--- src/rtl/req_ack_pkg.sv ---
// req_ack_pkg: shared state encoding, stat width and counter-width helper
package req_ack_pkg;
  typedef enum logic [1:0] {IDLE, ISSUE, WAIT, DONE} issuer_state_t;
  localparam int STAT_W = 16;
  function automatic int cnt_w(input int n);
    return (n < 2) ? 1 : $clog2(n);
  endfunction
endpackage

--- src/rtl/req_ack_fifo.sv ---
// req_ack_fifo: count-based command FIFO with exact power-of-two pointer wrap
module req_ack_fifo
  import req_ack_pkg::*;
#(
  parameter int DATA_W = 8,
  parameter int DEPTH  = 4
) (
  input  logic              clk,
  input  logic              rst_n,
  input  logic              push,
  input  logic              pop,
  input  logic [DATA_W-1:0] data_in,
  output logic [DATA_W-1:0] head,
  output logic              full,
  output logic              empty
);
  localparam int AW = cnt_w(DEPTH);
  logic [DATA_W-1:0] mem [DEPTH];
  logic [AW:0] wr_ptr, rd_ptr, cnt;
  logic do_push, do_pop;
  assign full    = cnt == (AW+1)'(DEPTH);
  assign empty   = cnt == '0;
  assign do_pop  = pop && !empty;
  assign do_push = push && (!full || do_pop);
  assign head    = mem[rd_ptr[AW-1:0]];
  // storage needs no reset: head is only consumed while the FIFO is non-empty
  always_ff @(posedge clk) begin
    if (do_push) mem[wr_ptr[AW-1:0]] <= data_in;
  end
  // pointers and occupancy; simultaneous push and pop leaves the count unchanged
  always_ff @(posedge clk or negedge rst_n) begin
    if (!rst_n) begin
      wr_ptr <= '0;
      rd_ptr <= '0;
      cnt    <= '0;
    end else begin
      if (do_push) wr_ptr <= wr_ptr + 1'b1;
      if (do_pop) rd_ptr <= rd_ptr + 1'b1;
      if (do_push && !do_pop) cnt <= cnt + 1'b1;
      else if (do_pop && !do_push) cnt <= cnt - 1'b1;
    end
  end
endmodule

--- src/rtl/req_ack_issuer.sv ---
// req_ack_issuer: queues commands and issues one req pulse each, retrying on ack timeout; stats ports live under REQ_ACK_ISSUER_STATS_EN
module req_ack_issuer
  import req_ack_pkg::*;
#(
  parameter int DATA_W    = 8,
  parameter int DEPTH     = 4,
  parameter int TIMEOUT   = 6,
  parameter int MAX_RETRY = 2
) (
  input  logic              clk,
  input  logic              rst_n,
  input  logic              cmd_valid,
  output logic              cmd_ready,
  input  logic [DATA_W-1:0] cmd_data,
  output logic              req,
  output logic [DATA_W-1:0] req_data,
  input  logic              ack,
  output logic              done_valid,
  output logic              done_err,
  output logic [DATA_W-1:0] done_data,
  output logic              busy,
  output logic [STAT_W-1:0] stat_ok,
  output logic [STAT_W-1:0] stat_err
);
  localparam int TW = cnt_w(TIMEOUT);
  localparam int RW = cnt_w(MAX_RETRY + 1);
  issuer_state_t state, state_n;
  logic [TW-1:0] tcnt, tcnt_n;
  logic [RW-1:0] rcnt, rcnt_n;
  logic err, err_n;
  logic full, empty;
  logic [DATA_W-1:0] head;
  req_ack_fifo #(.DATA_W(DATA_W), .DEPTH(DEPTH)) u_fifo (
    .clk(clk),
    .rst_n(rst_n),
    .push(cmd_valid && cmd_ready),
    .pop(state == DONE),
    .data_in(cmd_data),
    .head(head),
    .full(full),
    .empty(empty)
  );
  assign cmd_ready  = !full;
  assign req        = state == ISSUE;
  assign done_valid = state == DONE;
  assign done_err   = done_valid && err;
  assign req_data   = (state != IDLE) ? head : '0;
  assign done_data  = done_valid ? head : '0;
  assign busy       = (state != IDLE) || !empty;
  // FSM and attempt counters
  always_ff @(posedge clk or negedge rst_n) begin
    if (!rst_n) begin
      state <= IDLE;
      tcnt  <= '0;
      rcnt  <= '0;
      err   <= 1'b0;
    end else begin
      state <= state_n;
      tcnt  <= tcnt_n;
      rcnt  <= rcnt_n;
      err   <= err_n;
    end
  end
  // next state: ack wins over a coincident timeout, ack outside WAIT is ignored
  always_comb begin
    state_n = state;
    tcnt_n  = tcnt;
    rcnt_n  = rcnt;
    err_n   = err;
    unique case (state)
      IDLE: begin
        rcnt_n  = '0;
        state_n = empty ? IDLE : ISSUE;
      end
      ISSUE: begin
        tcnt_n  = '0;
        state_n = WAIT;
      end
      WAIT: begin
        tcnt_n = tcnt + 1'b1;
        if (ack) begin
          err_n   = 1'b0;
          state_n = DONE;
        end else if (tcnt == TW'(TIMEOUT - 1)) begin
          if (rcnt == RW'(MAX_RETRY)) begin
            err_n   = 1'b1;
            state_n = DONE;
          end else begin
            rcnt_n  = rcnt + 1'b1;
            state_n = ISSUE;
          end
        end
      end
      DONE: state_n = IDLE;
      default: state_n = IDLE;
    endcase
  end
`ifdef REQ_ACK_ISSUER_STATS_EN
  logic [STAT_W-1:0] ok_q, err_q;
  // saturating completion counters, cleared only by reset
  always_ff @(posedge clk or negedge rst_n) begin
    if (!rst_n) begin
      ok_q  <= '0;
      err_q <= '0;
    end else if (done_valid) begin
      if (!done_err && ok_q != '1) ok_q <= ok_q + 1'b1;
      if (done_err && err_q != '1) err_q <= err_q + 1'b1;
    end
  end
  assign stat_ok  = ok_q;
  assign stat_err = err_q;
`else
  assign stat_ok  = '0;
  assign stat_err = '0;
`endif
endmodule

--- config.mk ---
export PLATFORM = sky130hd
export DESIGN_NAME = req_ack_issuer
export DESIGN_NICKNAME = d
export VERILOG_FILES = /design/src/rtl/req_ack_pkg.sv /design/src/rtl/req_ack_fifo.sv /design/src/rtl/req_ack_issuer.sv
export SDC_FILE = /design/constraint.sdc
export NUM_CORES = 1
export LEC_CHECK = 0
export BUFFER_PORTS_ARGS = -buffer_cell sky130_fd_sc_hd__buf_2
export CAP_MARGIN = 20
export CORE_AREA = 2 2 92 94
export CTS_CLUSTER_DIAMETER = 60
export DETAILED_ROUTE_END_ITERATION = 10
export DIE_AREA = 0 0 94 96
export SLEW_MARGIN = 30
export SYNTH_ARGS = -nofsm -noshare
export SYNTH_HDL_FRONTEND = slang
export SYNTH_SLANG_ARGS = --single-unit
--- constraint.sdc ---
create_clock -name clk -period 2.85 [get_ports clk]
set_input_delay 0.285 -clock clk [delete_from_list [all_inputs] [get_ports clk]]
set_output_delay 0.285 -clock clk [all_outputs]
set_load 0.005 [all_outputs]
==> metrics <==
initial antenna violation count 1; Power Dens Cells about 910 nW/um^2; Post-Syn Area about 2400 sq um; Worst Clk Skew 0.009106 ns; CP max FO 10; Finished Cell Area between 2000 and 3000 sq um; final setup TNS 0 ns; Resized cells post-CTS 0; DP Wirelength about 2.9 mm; Max clock buf depth 2; Clock H-tree levels 2; ant diodes 0; Starting DRT DRC Count 63; first-pass GRT wire length between 6 and 7 mm; die width around 94 um; crit path time final approximately 2.2 ns; CP Data Required Time between 2 and 3 ns; max-cap violations 0; GRT Util Overall approximately a tenth; Tightest Pin Transition ~0.6 ns; Clk pin slew, worst setup/hold paths 0.09 ns; Mapped Cells 177; Top Layer Used met5; drt pass-1 iters 4; GPL Wtd Cong 0.7060; status finished clean; vias roughly 1.3k; Max-Slew Margin vs Limit roughly three fifths; Final Hold Fails 0; Post-route DRC 0; total power draw around 2.4 mW; vias in the first global route 1272; Vias/cell between 4 and 5; count of input and output buffers 32; routed wire length between 3 and 4 mm; worst path arrival time between 1.5 and 2 ns; min-delay src ack; placed cell area about 2500 sq um; #FFs+latches synth 47; fin util between 30% and 40%; total CTS buffers 5; Crit. End Element output pin; top_reg_cell synth edfxtp_1; WL met1 1.710 mm; Mapped Avg Cell Area 13.61 sq um; metal3 WL between 200 and 300 um; Clock Latency Late Sink approximately 0.30 ns; synth warn 0; period utilization 77.33%; register area share after synthesis a little under three fifths; r2r setup slk between 0.7 and 0.8 ns; max frequency 453.7 MHz; number of synthesized flops with an enable pin 32; asr flop ratio synth a little under a third; Initial Utilization 29.93%; CTS sink cnt 47; top post-synthesis cells by area edfxtp_1 (40%), dfrtp_1 (16%), buf_4 (10%); Root Buffer clkbuf_8; Worst Setup SP u_fifo.rd_ptr[0]; Leakage between 1 and 1.5 nW; peak supply drop ~0.24 mV; Synth cell types 38; post-route ant nets 0; nets@finish between 200 and 250; Top Ports 65; drt wl/cell between 10 and 15 um; largest net degree at the start of global routing 16; Cell Rows 33; Congestion Overflow GR 0; WL met2 1.916 mm; height of the chip around 96 um; Core Region 8051 sq um; CP Launch Type flip-flop; R2R Path Start u_fifo.cnt[2]; Final Max Slew Viols 0; top cell type by total area after synthesis edfxtp_1; die area 9024 sq um; CTS tree yes; area delta synth->final 10.80%; Hold WC Path Type primary input to flip-flop; RSZ-0062 raised after global routing false; Setup CP Type flip-flop to output pin; final setup vio count 0; Yosys top cell area share approximately two fifths; share of cells above drive strength 1 23.11%
## flip-flops by register name (all words and copies together), names as in the netlist
signal	count
u_fifo.mem	32
tcnt	3
u_fifo.cnt	3
rcnt	2
state	2
u_fifo.rd_ptr	2
u_fifo.wr_ptr	2
err	1
## cell families (layout without fill, tap and decap cells)
kind of cell | after synthesis | in the layout | share of synthesized area, %
flip-flops | 47 | 47 | 55.45
buffers and inverters | 45 | 49 | 12.41
AND/OR/NAND/NOR | 39 | 39 | 9.294
adder cells (fa/ha/maj) | 14 | 14 | 7.581
AO/OA/AOI/OAI | 14 | 14 | 4.102
multiplexers | 11 | 11 | 8.826
XOR/XNOR | 6 | 6 | 2.181
other | 1 | 32 | 0.1556
## cells in the mapped netlist (2+ instances only)
cell	instances
inv_1	8
nand2_1	5
xor2_1	2
buf_4	32
and2_1	13
clkbuf_1	2
nor2_1	3
xnor2_1	4
nor2b_1	8
nand3_1	3
a21oi_1	2
dfrtp_1	15
nand2b_1	2
o21ai_0	3
ha_1	13
edfxtp_1	32
mux4_2	8
nor3_1	2
## path summary, 6_finish.rpt
check | to | depth (start not counted)
worst max-delay path | done_data[1] | 3
worst min-delay path | err | 2
worst max register to register | u_fifo.cnt[2] | 8
worst min register to register | rcnt[0] | 1
max in group asynchronous | u_fifo.cnt[2] | 2
min in group asynchronous | tcnt[0] | 2
## worst max-delay path: stages, from the launching register on
cell	delay [ns]
dfrtp_1	0.72
mux4_2	0.59
and2_1	0.18
buf_2	0.12
## where the power goes
group	switching [mW]	internal (mW)	total, mW
combinational	0.437	0.440	0.877
sequential	0.155	0.910	1.07
clock	0.223	0.261	0.484
## cells in the final DEF (no fill, tap or decap), drive strengths merged, types with 2 or more instances in the layout
| cell type | Yosys | routed |
|---|---|---|
| a21oi | 2 | 2 |
| nor3 | 2 | 2 |
| dfrtp | 15 | 15 |
| nor2 | 3 | 3 |
| nand2b | 2 | 2 |
| mux2 | 2 | 2 |
| xnor2 | 4 | 4 |
| nand3 | 3 | 3 |
| and2 | 13 | 13 |
| o21ai | 4 | 4 |
| buf | 34 | 32 |
| nor2b | 8 | 8 |
| xor2 | 2 | 2 |
| mux4 | 8 | 8 |
| conb | 1 | 32 |
| edfxtp | 32 | 32 |
| ha | 13 | 13 |
| clkbuf | 3 | 5 |
| nand2 | 5 | 5 |
| inv | 8 | 9 |
## metrics by stage
step	cells	worst slack (ns)	hold slack (ns)
after floorplan	208	0.8786	-0.01059
after global placement	308	0.7843	0.2121
after detailed placement	308	0.7416	0.2141
after CTS	317	0.5867	0.1704
after global routing	317	0.4836	0.1651
final	317	0.6461	0.1752
## timing repair
action | in CTS | in global routing
hold buffers | 1 | 0
setup buffers | 0 | 0
hold endpoints to repair | 15 | 0
## per-layer routing
| layer | global-route usage, % | vias up |
|---|---|---|
| met3 | 3.837 | 7 |
| li1 | - | 621 |
| met1 | 11.12 | 616 |
| met4 | 3.623 | 2 |
| met2 | 16.01 | 54 |
| met5 | 0 | - |
## cell type report
cell class | count | area, sq um
clock buffer | 5 | 68.82
clock inverter | 3 | 42.54
fill | 796 | 5381
inverter | 8 | 30.03
multi-input combinational | 116 | 890.9
sequential | 47 | 1336
tap | 105 | 131.4
timing repair buffer | 33 | 170.2
Note: power is estimated with default switching activity, not from simulation.
